===== config.mk =====
export PLATFORM = sky130hd
export DESIGN_NAME = topk_stream_sorter
export DESIGN_NICKNAME = d
export VERILOG_FILES = /design/src/rtl/topk_stream_sorter.sv
export SDC_FILE = /design/constraint.sdc
export NUM_CORES = 2
export LEC_CHECK = 0
export CAP_MARGIN = 20
export CELL_PAD_IN_SITES_DETAIL_PLACEMENT = 1
export CELL_PAD_IN_SITES_GLOBAL_PLACEMENT = 1
export CORE_MARGIN = 2
export CORE_UTILIZATION = 40
export DETAILED_ROUTE_END_ITERATION = 10
export PLACE_DENSITY = 0.68
export SLEW_MARGIN = 10
export SYNTH_ARGS = -nofsm -noshare
export SYNTH_HDL_FRONTEND = slang
export SYNTH_SLANG_ARGS = --single-unit

===== constraint.sdc =====
create_clock -name clk -period 5.71 [get_ports clk]
set_input_delay 1.142 -clock clk [delete_from_list [all_inputs] [get_ports clk]]
set_output_delay 1.142 -clock clk [all_outputs]
set_load 0.02 [all_outputs]

===== src/rtl/topk_stream_sorter.sv =====
// Streaming top-K selector: keeps the DEPTH best keys sorted (root = worst),
// emits evicted or rejected words, and drains the store worst-to-best on flush.
module topk_stream_sorter #(
    parameter int unsigned DATA_WIDTH = 32,
    parameter int unsigned KEY_WIDTH  = 16,
    parameter int unsigned DEPTH      = 16,
    parameter int unsigned MAX_MODE   = 0
) (
    input  logic                           clk,
    input  logic                           rst,
    input  logic                           init,
    input  logic                           flush,
    input  logic                           in_valid,
    output logic                           in_ready,
    input  logic [DATA_WIDTH-1:0]          in_data,
    output logic                           out_valid,
    input  logic                           out_ready,
    output logic [DATA_WIDTH-1:0]          out_data,
    output logic                           out_last,
    output logic [$clog2(DEPTH+1)-1:0]     count,
    output logic                           busy
);

    localparam int unsigned CW = $clog2(DEPTH + 1);

    typedef enum logic {
        RUN   = 1'b0,
        DRAIN = 1'b1
    } state_t;

    state_t state, state_d;

    logic [DATA_WIDTH-1:0] arr    [DEPTH];
    logic [DATA_WIDTH-1:0] arr_d  [DEPTH];
    logic [DATA_WIDTH-1:0] arr_up [DEPTH];
    logic [DATA_WIDTH-1:0] arr_dn [DEPTH];
    logic [DEPTH-1:0]      le;
    logic [DEPTH-1:0]      le_nx;
    logic [DEPTH:0]        le_prev;

    logic [CW-1:0]         count_d;
    logic [DATA_WIDTH-1:0] out_data_d;
    logic                  out_valid_d;
    logic                  out_last_d;
    logic                  busy_d;
    logic                  pend;
    logic                  pend_d;

    logic hs, accept, data_ok, full, evict_root, fl, can_act, go_drain;

    // "Better" is strict, so a tie with the root never displaces it.
    function automatic logic better(input logic [KEY_WIDTH-1:0] a,
                                    input logic [KEY_WIDTH-1:0] b);
        if (MAX_MODE == 0) return a > b;
        return a < b;
    endfunction

    assign in_ready   = (state == RUN) && !init && !flush && (!out_valid || out_ready);
    assign hs         = out_valid && out_ready;
    assign accept     = in_valid && in_ready;
    assign data_ok    = (in_data[DATA_WIDTH-1 -: 2] == 2'b00);
    assign full       = (count == CW'(DEPTH));
    assign evict_root = better(in_data[KEY_WIDTH-1:0], arr[0][KEY_WIDTH-1:0]);
    assign fl         = flush || pend;
    assign can_act    = (state == RUN) && !init && (!out_valid || out_ready) && !accept;
    assign go_drain   = fl && can_act && (count != '0);

    // le[i]: stored entry i is not better than the incoming word (a sorted prefix).
    always_comb begin
        for (int i = 0; i < DEPTH; i++) begin
            le[i] = (CW'(i) < count) && !better(arr[i][KEY_WIDTH-1:0], in_data[KEY_WIDTH-1:0]);
        end
        le_nx   = le >> 1;
        le_prev = {le, 1'b1};
        arr_up[0]       = in_data;
        arr_dn[DEPTH-1] = arr[DEPTH-1];
        for (int i = 1; i < DEPTH; i++) begin
            arr_up[i]   = arr[i-1];
            arr_dn[i-1] = arr[i];
        end
    end

    always_ff @(posedge clk) begin
        if (rst) state <= RUN;
        else     state <= state_d;
    end

    always_comb begin
        state_d = state;
        case (state)
            RUN:   if (go_drain) state_d = DRAIN;
            DRAIN: if (init || (hs && out_last)) state_d = RUN;
            default: state_d = RUN;
        endcase
    end

    always_comb begin
        arr_d       = arr;
        count_d     = count;
        out_valid_d = out_valid && !out_ready;
        out_last_d  = out_last && !hs;
        out_data_d  = out_data;
        pend_d      = pend;
        busy_d      = (state_d == DRAIN);
        if (init) begin
            count_d = '0;
            pend_d  = 1'b0;
        end else if (state == DRAIN) begin
            pend_d = 1'b0;
            if (hs) begin
                arr_d   = arr_dn;
                count_d = count - CW'(1);
                if (!out_last) begin
                    out_valid_d = 1'b1;
                    out_data_d  = arr[1];
                    out_last_d  = (count == CW'(2));
                end
            end
        end else begin
            if (accept && data_ok) begin
                if (!full) begin
                    for (int i = 0; i < DEPTH; i++) begin
                        if (le[i])           arr_d[i] = arr[i];
                        else if (le_prev[i]) arr_d[i] = in_data;
                        else                 arr_d[i] = arr_up[i];
                    end
                    count_d = count + CW'(1);
                end else begin
                    out_valid_d = 1'b1;
                    out_last_d  = 1'b0;
                    if (evict_root) begin
                        out_data_d = arr[0];
                        for (int i = 0; i < DEPTH; i++) begin
                            if (le_nx[i])   arr_d[i] = arr_dn[i];
                            else if (le[i]) arr_d[i] = in_data;
                            else            arr_d[i] = arr[i];
                        end
                    end else begin
                        out_data_d = in_data;
                    end
                end
            end
            // A flush seen while an eviction waits is held until the output frees up.
            if (fl && can_act) begin
                pend_d = 1'b0;
                if (go_drain) begin
                    out_valid_d = 1'b1;
                    out_data_d  = arr[0];
                    out_last_d  = (count == CW'(1));
                end
            end else begin
                pend_d = fl;
            end
        end
    end

    always_ff @(posedge clk) begin
        if (rst) begin
            count     <= '0;
            out_valid <= 1'b0;
            out_last  <= 1'b0;
            out_data  <= '0;
            busy      <= 1'b0;
            pend      <= 1'b0;
            for (int i = 0; i < DEPTH; i++) arr[i] <= '0;
        end else begin
            count     <= count_d;
            out_valid <= out_valid_d;
            out_last  <= out_last_d;
            out_data  <= out_data_d;
            busy      <= busy_d;
            pend      <= pend_d;
            arr       <= arr_d;
        end
    end

endmodule

==> results.md <==
* RSZ-0062 raised after global routing: no
* Chip height at 339 um
* CP bufs+invs at 4
* Combinational Power Share at about an eighth
* Most used cell, CP: buf_4
* Max-slew headroom at 24.3%
* Share of the synthesized area in the top cell type at about a quarter
* Leading area contributor after synthesis: dfxtp_1
* Max Cap Viol at 0
* Core outline area at ~0.11 sq mm
* Design Power at 10,100 uW
* Clk pin slew, worst setup/hold paths at 0.06 ns
* Critical path's largest stage delay at around 0.95 ns
* Capture point of the worst reg-to-reg path: arr[435]$_SDFFE_PP0P_
* H-tree level count at 3
* Initial Util at roughly two fifths
* DP Worst Slack at about 0.28 ns
* CTS Sinks at 553
* GPL Wtd Cong at about 0.95
* Initial antenna violation count at 6
* Die X at 339 um
* R2R setup slack at ~1.6 ns
* Hold_buf cts at 0
* Synth Area per Inst at 7.42 sq um
* FF-to-FF Start: count[2]$_SDFFE_PP0P_
* Total track usage at between 30 and 40%
* Number of top-level pins at just under 80
* Startpoint Class: primary input
* First-pass GRT wire length at about 340 mm
* Sequential fraction of the synthesis area at around 25%
* Critical path arrival at about 5.4 ns
* Total gr overflow at 0
* Share of cells above drive strength 1 at around a tenth
* DR iter-0 viols at 5,602
* Worst reg2reg path depth at 10
* Internal at 7130 uW
* Crit-path cells: clkdlybuf4s50_1 -> inv_1 -> buf_4 -> ha_1 -> nand2_1 -> or2_2 -> o211ai_1 -> o41ai_4 -> nor2_1 -> buf_4 -> o221ai_1 -> o31ai_1
* Final #Nets at just over 6,000
* PwrDens at ~200 mW/mm^2
* Seq pwr share at between 40% and 50%
* Crit path time final at ~4.9 ns
* Mapped Cells at approximately 6,000
* Final hold viol count at 0
* Tcrit/Tclk final at a little under nine tenths
* Filler cells at around 13,000
* Peak supply drop at between 0.00015 and 0.0002 V
* Setup Crit Path Kind: primary input to flop
* Worst-path maximum fanout at 14
* Post-CTS setup buffers at 0
* Area grow syn2layout at 11.9%
* Setup crit end kind: flop
* Drt via density at 7.15
* Main area contributors after synthesis: dfxtp_1 (25%), ha_1 (7.3%), o21ai_0 (6.0%)
* Worst setup margin at approximately 0.8 ns
* Avg WL per Cell at approximately 30 um
* Worst-Margin Slew at 1.13 ns
* CTS buffer count at 76
* WP data required at ~6.2 ns
* Status: completed
* Clock root buffer: clkbuf_16
* Min-delay worst type: flop to flop
* Ys flop type: dfxtp_1
* Dpl hpwl at 146 mm
* Final setup violating endpoints at 0
* Setup Skew at ~0.046 ns
* Pleak at 0.0173 uW
* Async set-reset flop share out of synthesis at 0%
* Worst Setup EP: arr[479]$_SDFFE_PP0P_
* Total number of vias at between 50,000 and 60,000
* Final Slew Violations at 0
* Post-CTS Resized at 0
* Drt drc at 0
* Final ANT Viol Nets at 0
* Post-synth EDFFs at 0
* Mapped cell area at around 0.045 sq mm
* Clock Power Share at roughly 48%
* Slowest CP cell: o41ai_4
* CP top delay family: compound AO/OA/AOI/OAI gates
* Post-synth cell types at 75
* Critical path depth in cells at 12
* Fmax at between 0.2 and 0.25 GHz
* Synth Register Bits at ~550
* Number of global-route vias before repair at between 50,000 and 60,000
* Switching share of power at about 30%
* IO buf count at 78
* Worst-skew pair later-pin latency at 0.69 ns
* Syn Nets at 6,334
* Largest net degree at the start of global routing at 176
* Num rows at around 120
* Clk buf depth at 3
* Placed Cells at 7,183
* Synth warn at 0
* Die area at 0.115 sq mm
* Non-filler cells, final at 7,312
* CTS tree: built
* Routed WL at around 220 mm
* Crit. Startpoint: in_data[14]
* Psw at between 3000 and 4000 uW
* Setup Total Neg Slack at 0 ns
* DR pass1 iterations at 5
## how the worst min path moves through the flow
stage / to / depth (start not counted) / slack (ns) / from
after floorplan: arr[31]$_SDFFE_PP0P_ / 2 / 0.45 / arr[31]$_SDFFE_PP0P_
after global placement: pend$_SDFF_PP0_ / 2 / 0.47 / pend$_SDFF_PP0_
after detailed placement: pend$_SDFF_PP0_ / 2 / 0.49 / pend$_SDFF_PP0_
after CTS: arr[30]$_SDFFE_PP0P_ / 2 / 0.50 / arr[30]$_SDFFE_PP0P_
after global routing: pend$_SDFF_PP0_ / 2 / 0.51 / pend$_SDFF_PP0_
final: pend$_SDFF_PP0_ / 2 / 0.50 / pend$_SDFF_PP0_
## flip-flops by register name (all words and copies together) (netlist names), named ones only
signal,flops
pend,1
out_data,32
arr,512
count,5
busy,1
out_valid,1
## cells in the final DEF (no fill, tap or decap), types with 38 or more instances in the layout
master / count
a311oi_1: 187
nor3_1: 161
ha_1: 260
a31o_2: 80
nor2_1: 545
a211oi_1: 110
a211o_1: 128
o221ai_1: 198
o31ai_1: 52
or3_1: 110
a21oi_1: 375
nor4_1: 38
clkbuf_16: 79
o31a_1: 52
buf_12: 55
nand3_1: 139
o211ai_1: 193
buf_4: 195
nand4_1: 50
nand2_1: 539
a31oi_1: 238
o21ai_0: 535
clkdlybuf4s50_1: 76
o21a_1: 51
a221oi_1: 67
inv_1: 104
dfxtp_1: 552
mux2i_1: 121
## per-layer routing
metal	wire, um	track usage (%)	up-vias
li1	-	-	23002
met1	94200	49.5	26212
met2	97400	57.6	2415
met3	18400	6.34	629
met4	13400	20.7	2
met5	9	0	-
## final cells by class
cell class | count | area [sq um] | area share, %
multi-input combinational | 4701 | 31000 | 61.9
clock inverter | 15 | 155 | 0.310
clock buffer | 112 | 2220 | 4.43
antenna | 1 | 2.50 | 0.00499
timing repair buffer | 329 | 3360 | 6.71
sequential | 553 | 11100 | 22.1
tap | 1488 | 1860 | 3.72
inverter | 113 | 437 | 0.872
## cells by family after synthesis
logic type | synth area share, %
muxes | 3.08
buffers and inverters | 6.84
and+or+nand+nor | 16.5
AOI/OAI and AO/OA | 41.5
xor gates and xnor gates | 0.0978
DFF | 24.7
adders and majority gates | 7.26
## stage by stage
step / hold WS, ns / utilization, % / cell area [sq um]
final: 0.501 / 45.2 / 50100
after global routing: 0.514 / 45.2 / 50100
after floorplan: 0.454 / - / 44800
after global placement: 0.474 / 43.0 / 47700
after detailed placement: 0.486 / 43.0 / 47700
after CTS: 0.497 / 45.2 / 50100
## Yosys cell counts, types with 16 or more instances
| cell | n |
|---|---|
| o21a_1 | 52 |
| nand4_1 | 50 |
| o21ba_2 | 17 |
| or3_1 | 110 |
| nand2b_1 | 20 |
| o2111ai_1 | 32 |
| o32a_1 | 30 |
| buf_2 | 82 |
| o31ai_1 | 53 |
| o211ai_1 | 193 |
| a21oi_1 | 385 |
| a31oi_1 | 241 |
| o311ai_0 | 16 |
| a32o_1 | 24 |
| mux2i_1 | 121 |
| dfxtp_1 | 553 |
| nand3_1 | 142 |
| a311o_1 | 35 |
| a21o_1 | 36 |
| o21ai_0 | 536 |
| a2111oi_0 | 37 |
| clkbuf_1 | 537 |
| a311oi_1 | 187 |
| a31o_2 | 80 |
| a221oi_1 | 67 |
| nor3_1 | 161 |
| buf_1 | 46 |
| a211oi_1 | 110 |
| inv_1 | 105 |
| o221a_2 | 26 |
| nand2_1 | 543 |
| o221ai_1 | 198 |
| ha_1 | 260 |
| nor2_1 | 555 |
| o31a_1 | 52 |
| nor4_1 | 38 |
| a211o_1 | 128 |
## power by group through the flow
stage          sequential, uW  clock [uW]  combinational, uW
5_1_grt                  4100        5040               1260
4_1_cts                  4090        4890               1150
2_1_floorplan            4130           0                633
3_3_place_gp             4170           0               1120
6_report                 4090        4860               1190
3_5_place_dp             4170           0               1150
## tightest hold or removal path, stage by stage (launching register included)
cell     delay (ns)
dfxtp_1        0.31
nor2_1         0.09
nor4_1         0.05
No activity file was read; power rests on OpenSTA's default activity.
